File: config.mk
export PLATFORM = sky130hd
export DESIGN_NAME = nbit_miso_spi_buffer_flat
export DESIGN_NICKNAME = d
export VERILOG_FILES = /design/src/rtl/nbit_miso_spi_buffer_if.sv /design/src/rtl/nbit_miso_spi_buffer.sv /design/src/flat_wrapper.sv
export SDC_FILE = /design/constraint.sdc
export NUM_CORES = 1
export LEC_CHECK = 0
export ABC_AREA = 1
export CORE_ASPECT_RATIO = 1.25
export CORE_MARGIN = 2
export CORE_UTILIZATION = 35
export DETAILED_ROUTE_END_ITERATION = 10
export GPL_ROUTABILITY_DRIVEN = 0
export GPL_TIMING_DRIVEN = 0
export RECOVER_POWER = 100
export SYNTH_ARGS = -nofsm -noshare
export SYNTH_HDL_FRONTEND = slang
export SYNTH_SLANG_ARGS = --single-unit
File: constraint.sdc
create_clock -name i_SCK -period 3.4 [get_ports i_SCK]
set_clock_uncertainty 0.1 [all_clocks]
set_input_delay 0.34 -clock i_SCK [delete_from_list [all_inputs] [get_ports i_SCK]]
set_output_delay 0.34 -clock i_SCK [all_outputs]
set_load 0.02 [all_outputs]
File: src/rtl/nbit_miso_spi_buffer_if.sv
`default_nettype none
// ============================================================================
// Module   : nbit_miso_spi_buffer_if
// Brief    : Control/data bundle for the multi-byte MISO capture buffer.
// Revision : 1.0 - initial release
// ============================================================================
interface nbit_miso_spi_buffer_if #(
    parameter int WIDTH = 8,
    parameter int N     = 8
);
    logic                 i_START;
    logic [4:0]           i_N_receive;
    logic                 i_ABORT;
    logic                 i_MISO;
    logic [WIDTH*N-1:0]   o_DATA;
    logic [WIDTH-1:0]     o_BYTE;
    logic                 o_BYTE_VALID;
    logic                 o_DONE;
    logic                 o_BUSY;
    logic [4:0]           o_COUNT;

    modport master (
        output i_START, i_N_receive, i_ABORT, i_MISO,
        input  o_DATA, o_BYTE, o_BYTE_VALID, o_DONE, o_BUSY, o_COUNT
    );

    modport slave (
        input  i_START, i_N_receive, i_ABORT, i_MISO,
        output o_DATA, o_BYTE, o_BYTE_VALID, o_DONE, o_BUSY, o_COUNT
    );
endinterface
`default_nettype wire

File: src/rtl/nbit_miso_spi_buffer.sv
`default_nettype none
// ============================================================================
// Module   : nbit_miso_spi_buffer
// Brief    : Captures up to N serial MISO bytes into a packed buffer.
//            Define MISO_LSB_FIRST_EN to assemble each byte LSB first.
// Revision : 1.0 - initial release
// ============================================================================
module nbit_miso_spi_buffer #(
    parameter int WIDTH = 8,
    parameter int N     = 8
) (
    input  wire logic              i_SCK,
    input  wire logic              i_RST,
    nbit_miso_spi_buffer_if.slave  bus
);
    localparam int         c_BIT_W      = $clog2(WIDTH + 1);
    localparam logic [0:0] c_ST_IDLE    = 1'b0;
    localparam logic [0:0] c_ST_RECEIVE = 1'b1;

    logic [0:0]         r_state;
    logic [WIDTH*N-1:0] r_data;
    logic [WIDTH-1:0]   r_byte;
    logic [WIDTH-1:0]   r_shift;
    logic [c_BIT_W-1:0] r_bit;
    logic [4:0]         r_count;
    logic [4:0]         r_target;
    logic               r_valid;
    logic               r_done;

    logic [0:0]         w_state_nxt;
    logic [WIDTH*N-1:0] w_data_nxt;
    logic [WIDTH-1:0]   w_byte_nxt;
    logic [WIDTH-1:0]   w_shift_nxt;
    logic [c_BIT_W-1:0] w_bit_nxt;
    logic [4:0]         w_count_nxt;
    logic [4:0]         w_target_nxt;
    logic               w_valid_nxt;
    logic               w_done_nxt;
    logic [WIDTH-1:0]   w_assembled;

`ifdef MISO_LSB_FIRST_EN
    assign w_assembled = (r_shift >> 1) | (WIDTH'(bus.i_MISO) << (WIDTH - 1));
`else
    assign w_assembled = (r_shift << 1) | WIDTH'(bus.i_MISO);
`endif

    always_ff @(posedge i_SCK) begin
        if (i_RST) begin
            r_state  <= c_ST_IDLE;
            r_data   <= '0;
            r_byte   <= '0;
            r_shift  <= '0;
            r_bit    <= '0;
            r_count  <= '0;
            r_target <= '0;
            r_valid  <= 1'b0;
            r_done   <= 1'b0;
        end else begin
            r_state  <= w_state_nxt;
            r_data   <= w_data_nxt;
            r_byte   <= w_byte_nxt;
            r_shift  <= w_shift_nxt;
            r_bit    <= w_bit_nxt;
            r_count  <= w_count_nxt;
            r_target <= w_target_nxt;
            r_valid  <= w_valid_nxt;
            r_done   <= w_done_nxt;
        end
    end

    always_comb begin
        w_state_nxt  = r_state;
        w_data_nxt   = r_data;
        w_byte_nxt   = r_byte;
        w_shift_nxt  = r_shift;
        w_bit_nxt    = r_bit;
        w_count_nxt  = r_count;
        w_target_nxt = r_target;
        w_valid_nxt  = 1'b0;
        w_done_nxt   = 1'b0;
        case (r_state)
            c_ST_IDLE: begin
                if (bus.i_START && (bus.i_N_receive != 5'd0)) begin
                    w_state_nxt  = c_ST_RECEIVE;
                    w_data_nxt   = '0;
                    w_count_nxt  = '0;
                    w_bit_nxt    = '0;
                    w_shift_nxt  = '0;
                    w_target_nxt = (bus.i_N_receive > 5'(N)) ? 5'(N) : bus.i_N_receive;
                end
            end
            c_ST_RECEIVE: begin
                // Abort wins even over a byte-completing edge.
                if (bus.i_ABORT) begin
                    w_state_nxt = c_ST_IDLE;
                    w_bit_nxt   = '0;
                    w_shift_nxt = '0;
                end else if (r_bit == c_BIT_W'(WIDTH - 1)) begin
                    for (int k = 0; k < N; k++) begin
                        if (r_count == 5'(k)) begin
                            w_data_nxt[k*WIDTH +: WIDTH] = w_assembled;
                        end
                    end
                    w_byte_nxt  = w_assembled;
                    w_valid_nxt = 1'b1;
                    w_count_nxt = r_count + 5'd1;
                    w_bit_nxt   = '0;
                    w_shift_nxt = '0;
                    if ((r_count + 5'd1) == r_target) begin
                        w_done_nxt  = 1'b1;
                        w_state_nxt = c_ST_IDLE;
                    end
                end else begin
                    w_shift_nxt = w_assembled;
                    w_bit_nxt   = r_bit + c_BIT_W'(1);
                end
            end
            default: w_state_nxt = c_ST_IDLE;
        endcase
    end

    assign bus.o_DATA       = r_data;
    assign bus.o_BYTE       = r_byte;
    assign bus.o_BYTE_VALID = r_valid;
    assign bus.o_DONE       = r_done;
    assign bus.o_BUSY       = (r_state == c_ST_RECEIVE);
    assign bus.o_COUNT      = r_count;
endmodule
`default_nettype wire
File: src/flat_wrapper.sv
// flat-port wrapper written by rule: the top's interface ports become plain ports
module nbit_miso_spi_buffer_flat 
#(
    parameter int WIDTH = 8,
    parameter int N     = 8
)
  (i_SCK, i_RST, bus_i_START, bus_i_N_receive, bus_i_ABORT, bus_i_MISO, bus_o_DATA, bus_o_BYTE, bus_o_BYTE_VALID, bus_o_DONE, bus_o_BUSY, bus_o_COUNT);
  nbit_miso_spi_buffer_if #(.WIDTH(WIDTH), .N(N)) bus_i ();
  input  wire logic i_SCK;
  input  wire logic i_RST;
  input wire logic [$bits(bus_i.i_START)-1:0] bus_i_START;
  input wire logic [$bits(bus_i.i_N_receive)-1:0] bus_i_N_receive;
  input wire logic [$bits(bus_i.i_ABORT)-1:0] bus_i_ABORT;
  input wire logic [$bits(bus_i.i_MISO)-1:0] bus_i_MISO;
  output wire logic [$bits(bus_i.o_DATA)-1:0] bus_o_DATA;
  output wire logic [$bits(bus_i.o_BYTE)-1:0] bus_o_BYTE;
  output wire logic [$bits(bus_i.o_BYTE_VALID)-1:0] bus_o_BYTE_VALID;
  output wire logic [$bits(bus_i.o_DONE)-1:0] bus_o_DONE;
  output wire logic [$bits(bus_i.o_BUSY)-1:0] bus_o_BUSY;
  output wire logic [$bits(bus_i.o_COUNT)-1:0] bus_o_COUNT;
  assign bus_i.i_START = bus_i_START;
  assign bus_i.i_N_receive = bus_i_N_receive;
  assign bus_i.i_ABORT = bus_i_ABORT;
  assign bus_i.i_MISO = bus_i_MISO;
  assign bus_o_DATA = bus_i.o_DATA;
  assign bus_o_BYTE = bus_i.o_BYTE;
  assign bus_o_BYTE_VALID = bus_i.o_BYTE_VALID;
  assign bus_o_DONE = bus_i.o_DONE;
  assign bus_o_BUSY = bus_i.o_BUSY;
  assign bus_o_COUNT = bus_i.o_COUNT;
  nbit_miso_spi_buffer #(.WIDTH(WIDTH), .N(N)) u_core (.i_SCK(i_SCK), .i_RST(i_RST), .bus(bus_i));
endmodule
==> impl_metrics.toml, run 1 <==
[global_route]
grt-ovfl-total = 0
grt_max_degree = 16
first_global_vias = 3396
grt_pass1_wl_um = 17000
antenna_found_initial = 0
grt_usage_pct = 18.3

[worst_setup_path]
rrSetupSlack_ns = 0.92
crit_top_cell = "nand2_1"
cp_max_fo = 10
r2r_start = "u_core.bus.o_BUSY"
crit_path_end_kind = "flip-flop"
cp.arrival_ns = 2.59
cp_cell_sequence = "clkbuf_1 -> inv_4 -> nor2_1 -> nand2_4 -> buf_6 -> nor2_4 -> nand2_1 -> nand2_2 -> inv_1 -> nand2_1 -> a21oi_1"
setup.worst_path.start_class = "flip-flop"
cp-startpoint = "u_core.bus.o_BUSY"
crit_slowest_cell = "nor2_1"
rr_worst_depth = 11
setup.worst_path.end = "u_core.bus.o_DATA[32]"
critical_path_class = "reg -> reg"
required_ns = 3.51
cpPeakStageDelay_ns = 0.50
timing.rr.end = "u_core.bus.o_DATA[32]"

[floorplanning]
fp-row-count = 42
start_util_pct = 35.8
die_y_um = 120
core_area_mm2 = 0.0106
die_width_um = 97.0
num_io_pins = 90
die-area_mm2 = 0.0117

[detailed_routing]
avgViaCountPerCell = 4.83
routedWlPerCell_um = 14.5
firstDrtPassIters = 4
wl_met3_um = 555
drc_errors = 0
wl_um = 10500
wl_met1_um = 4720
vias = 3490
top_layer = "met4"
drt_first_iter_violations = 190
antenna_left = 0
wl_met2_um = 4980

[synthesis]
syn-num-nets = 501
yosys_register_bits = 96
ys_seq_area_share_pct = 50.8
netlist_area_mm2 = 0.00378
synth.distinct_cells = 31
synth_xor_xnor_area_share_pct = 0.463
synth_simple_gate_area_share_pct = 22.2
synth_top_family_by_area = "simple AND/OR/NAND/NOR gates"
postSynthCellCount = 486
synthAdderAreaFrac_pct = 1.66
synth_area_per_cell_um2 = 7.78
ys_warn_count = 0
synth_compound_area_share_pct = 17.2
synthMuxAreaShare_pct = 0

[layout]
final_nets = 600
syn_to_final_growth_pct = 33.9
multi_input_area_mm2 = 0.00152
drive_gt1_share_pct = 5.25
fin_cells = 722
nFillCells = 1067
insertedDiodeCount = 0
area.sequential_mm2 = 0.00192

[pwr]
vdd_drop_max_mv = 0.227
finalPower_uw = 2420
p_leak_uw = 0.00223
cellPowerDensity_mw_per_mm2 = 479

[clock_network]
cts_hold_buf = 0
post-cts-setup-buffer-count = 0
cts_htree_levels = 3
cts_tree = "done"
clkSinkCount = 96
clockRootBuffer = "clkbuf_16"
cts_buffers = 9
cts_max_path_buffers = 2
cts-resized-gates = 0
clk_pin_slew_ns = 0.06
worstSkewPairLatency_ns = 0.35

[timing]
setup_ws_ns = 0.919
relSlewSlack_pct = 57.7
slew_violations = 0
final_hold_viol_count = 0
min_period_over_period_pct = 73.0
worst_pin_slew_ns = 0.633
setup_viol = 0
max_freq_mhz = 403
layout_min_cycle_time_ns = 2.48
rsz0062_at_grt = "false"
fin_setup_tns_ns = 0

[placed_design]
dp_cells = 706
place_ws_ns = 1.23
dp_hpwl_um = 7660
place.port_buffers = 88

[min_path]
hold_class = "reg -> reg"
hp-start = "u_core.bus.o_DATA[34]"

[run]
maxCapViolCount = 0

[status]
status = "finished, final reports clean"
==> report_power, final <==
part | switching (uW) | total, uW | internal, uW
sequential | 18.1 | 1180 | 1160
clock | 419 | 1010 | 589
combinational | 152 | 238 | 86.4
total | 589 | 2420 | 1840
==> state kept, by name, indices dropped and copies added, names as in the netlist <==
| name | cells |
|---|---|
| u_core.bus.o_BUSY | 1 |
| u_core.bus.o_BYTE | 8 |
| u_core.bus.o_BYTE_VALID | 1 |
| u_core.bus.o_COUNT | 5 |
| u_core.bus.o_DATA | 64 |
| u_core.bus.o_DONE | 1 |
| u_core.r_bit | 4 |
| u_core.r_shift | 7 |
| u_core.r_target | 5 |
==> per-stage QoR <==
stage / utilization (%) / hold slack (ns) / cell area [um2]
after global placement: 45.7 / 0.358 / 4830
after global routing: 47.9 / 0.378 / 5060
final: 47.9 / 0.363 / 5060
after detailed placement: 45.7 / 0.359 / 4830
after floorplan: - / 0.345 / 3780
after CTS: 48.5 / 0.370 / 5120
==> cells by family (layout without fill, tap and decap cells) <==
group                    Yosys count  count (layout)
adder cells (fa/ha/maj)            5               5
buffers and inverters             63             167
AND/OR/NAND/NOR                  198             198
flip-flops                        96              96
XOR/XNOR                           2               2
AO/OA/AOI/OAI                    122             122
==> cells in the mapped netlist <==
| cell type | count | area [um2] |
|---|---|---|
| a211oi_1 | 9 | 67.6 |
| dfxtp_1 | 96 | 1920 |
| inv_2 | 3 | 11.3 |
| nor2_2 | 2 | 12.5 |
| nand2_1 | 130 | 488 |
| buf_12 | 1 | 20.0 |
| a21oi_1 | 71 | 355 |
| buf_4 | 3 | 22.5 |
| nor2_4 | 2 | 22.5 |
| ha_1 | 5 | 62.6 |
| xor2_1 | 2 | 17.5 |
| or2_2 | 1 | 6.26 |
| o21ai_2 | 2 | 17.5 |
| nor2_8 | 1 | 20.0 |
| nand3b_1 | 1 | 7.51 |
| nor2_1 | 39 | 146 |
| and2_1 | 1 | 6.26 |
| nand3_2 | 1 | 10.0 |
| nand4_1 | 3 | 18.8 |
| o21a_1 | 1 | 7.51 |
| clkbuf_1 | 11 | 41.3 |
| a21oi_2 | 2 | 17.5 |
| buf_6 | 2 | 22.5 |
| buf_2 | 4 | 20.0 |
| and3_1 | 1 | 6.26 |
| nand3_1 | 11 | 55.1 |
| o21ai_0 | 37 | 185 |
| nand2_2 | 3 | 18.8 |
| inv_1 | 38 | 143 |
| nand2_4 | 2 | 22.5 |
| inv_4 | 1 | 6.26 |
==> worst max-delay path: cells and delay by family, from the launching register on <==
family | cells | cell delay, ns
compound gates | 1 | 0.06
simple gates | 6 | 1.06
flops | 1 | 0.33
buf+inv | 4 | 0.80
==> placed cells by master, fill, tap and decap left out, types with 2 or more instances in the layout <==
cell type,n
a21oi_2,2
xor2_1,2
o21ai_0,39
clkdlybuf4s50_1,8
buf_4,2
buf_2,2
nand4_1,3
nand2_2,2
a211oi_1,9
nand2_1,132
clkinv_2,3
inv_1,40
nand3_1,12
ha_1,5
clkbuf_1,16
dfxtp_1,96
clkbuf_16,9
nor2_1,42
a21oi_1,71
dlygate4sd3_1,80
==> worst min-delay path by stage <==
stage | end | slack (ns) | cells past startpoint
after floorplan | u_core.r_target[4] | 0.35 | 2
after global placement | u_core.bus.o_DATA[16] | 0.36 | 2
after detailed placement | u_core.bus.o_DATA[34] | 0.36 | 2
after CTS | u_core.bus.o_DATA[34] | 0.37 | 2
after global routing | u_core.bus.o_DATA[62] | 0.38 | 2
final | u_core.bus.o_DATA[34] | 0.36 | 2
==> routing by layer <==
metal | vias up | GRT usage [%]
li1 | 1767 | -
met1 | 1593 | 23.1
met2 | 110 | 30.1
met3 | 20 | 3.70
met4 | 0 | 8.19
met5 | - | 0
==> final cells by class <==
cell class              instances  area share (%)
inverters                      42            3.17
clock inverters                 5            1.06
repair buffers                 88            17.4
clock buffers                  11            4.80
well taps                     132            3.26
plain buffers                  21            2.23
multi-input cells             327            30.1
flip-flops and latches         96            38.0
No activity file was read; power rests on OpenSTA's default activity.
==> inputs of run 2 (changes only) <==
clock period = 2.1 ns   (was 3.4 ns; I/O delays follow)
==> run 2 against run 1 <==
Core utilization grew 0.28 points; critical path depth is the same; via count grew 0.66%; sequential power grew 62%; power grew 62%; critical endpoint is now u_core.bus.o_DATA[54]; final cell count is the same; die area is the same; first-iteration DRC count shrank 18%; largest cell class unchanged; sequential share of layout area shrank 0.22 points; register-to-register slack lost 0.78 ns.
==> impl_metrics.toml, run 2 (synthesis results as in run 1) <==
[status]
status = "finished, final reports clean"

[pwr]
pwr-share-seq_pct = 48.6
p_clk_share_pct = 41.4
vdd_drop_max_mv = 0.362
p_switching_uw = 952
p_leak_uw = 0.00223
cellPowerDensity_mw_per_mm2 = 772
switching_share_pct = 24.2
intPower_uw = 2980
comb_power_share_pct = 10.0

[global_route]
grt-ovfl-total = 0
grt_pass1_wl_um = 17000
grt_usage_pct = 18.3
grt_max_degree = 16
first_global_vias = 3396
antenna_found_initial = 0

[timing]
relSlewSlack_pct = 62.8
layout_min_cycle_time_ns = 1.96
worst_pin_slew_ns = 0.557
setup_viol = 0
min_period_over_period_pct = 93.4
max_freq_mhz = 510
slew_violations = 0
rsz0062_at_grt = "false"
fin_setup_tns_ns = 0
final_hold_viol_count = 0

[floorplanning]
fp-row-count = 42
start_util_pct = 35.8
num_io_pins = 90
core_area_mm2 = 0.0106
die_width_um = 97.0
die-area_mm2 = 0.0117
die_y_um = 120

[worst_setup_path]
cpPeakStageDelay_ns = 0.36
cp_cell_sequence = "ha_1 -> nand2_1 -> nor2_4 -> nand2_1 -> buf_6 -> nor2_4 -> nand2_2 -> nand2_1 -> buf_12 -> o21ai_1 -> a21oi_2"
rr_worst_depth = 11
cp.arrival_ns = 2.14
critical_path_class = "reg -> reg"
cp_max_fo = 10
crit_path_end_kind = "flip-flop"
required_ns = 2.28
crit_slowest_cell = "dfxtp_1"
crit_top_cell = "nand2_1"
setup.worst_path.start_class = "flip-flop"

[clock_network]
cts_buffers = 9
cts_tree = "done"
clkSinkCount = 96
clk_pin_slew_ns = 0.06
cts_max_path_buffers = 2
post-cts-setup-buffer-count = 0
cts-resized-gates = 0
cts_htree_levels = 3
cts_hold_buf = 0
worstSkewPairLatency_ns = 0.34
clockRootBuffer = "clkbuf_16"

[min_path]
hold_class = "in -> reg"
holdPathStages = 2

[detailed_routing]
routedWlPerCell_um = 14.6
antenna_left = 0
drc_errors = 0
vias = 3513
avgViaCountPerCell = 4.87
wl_um = 10500
firstDrtPassIters = 4
drt_first_iter_violations = 155

[layout]
final_common_cell = "nand2_1"
final_area_mm2 = 0.00509
nFillCells = 1064
final_nets = 600
final_util_pct = 48.2
syn_to_final_growth_pct = 34.7
layout_common_cells = "133 x nand2_1, 96 x dfxtp_1, 80 x dlygate4sd3_1, 71 x a21oi_1, 40 x nor2_1"
drive_gt1_share_pct = 6.27
insertedDiodeCount = 0
largest_reg_flops = 64

[placed_design]
place.port_buffers = 88
dp_hpwl_um = 7660
post_dp_cell_area_mm2 = 0.00483

[run]
maxCapViolCount = 0
[run 2: cell type report]
type	count	area (um2)	share of cell area, %
Buffer	21	121	2.38
Clock buffer	11	243	4.77
Clock inverter	5	53.8	1.06
Inverter	42	160	3.15
Multi-Input combinational cell	327	1540	30.3
Sequential cell	96	1920	37.8
Tap cell	132	165	3.24
Timing Repair Buffer	88	881	17.3
[run 2: worst max-delay path: cells and delay by family, from the launching register on]
kind,cells,cell delay (ns)
AOI/OAI and AO/OA,2,0.18
adders and majority gates,1,0.17
buffers and inverters,2,0.32
DFF,1,0.36
and+or+nand+nor,6,0.75
[run 2: path summary, 6_finish.rpt]
kind | startpoint | endpoint | slack [ns]
hold reg to reg | u_core.bus.o_DATA[34] | u_core.bus.o_DATA[34] | 0.36
setup reg to reg | u_core.r_bit[0] | u_core.bus.o_DATA[54] | 0.14
hold / removal | i_RST | u_core.bus.o_BYTE_VALID | 0.28
setup / recovery | u_core.r_bit[0] | u_core.bus.o_DATA[54] | 0.14
[run 2: power groups by stage]
stage / clock (uW) / combinational, uW / sequential (uW)
6_report: 1630 / 394 / 1910
3_5_place_dp: 0 / 418 / 1950
4_1_cts: 1670 / 421 / 1910
3_3_place_gp: 0 / 412 / 1950
5_1_grt: 1740 / 431 / 1910
2_1_floorplan: 0 / 177 / 2010
[run 2: stage by stage]
stage          power [uW]  instances  hold slack (ns)  setup slack, ns
2_1_floorplan        2190        486            0.253            0.372
3_3_place_gp         2360        706            0.358            0.104
4_1_cts              4010        722            0.285            0.213
3_5_place_dp         2370        706            0.359           0.0622
6_report             3930        722            0.278            0.139
5_1_grt              4080        722            0.333           0.0218
[run 2: metal layers]
metal | track usage, % | part of all wire [%] | wire length, um
met2 | 30.1 | 48 | 5100
met1 | 23.1 | 46 | 4790
met5 | 0 | 0 | 0
met4 | 8.19 | 1.2 | 129
met3 | 3.70 | 4.7 | 499
==> inputs of run 3 (changes only) <==
CAP_MARGIN = 20   (was not set)
==> results of run 3 <==
Final layout, timing and power as in run 2 (identical DEF).
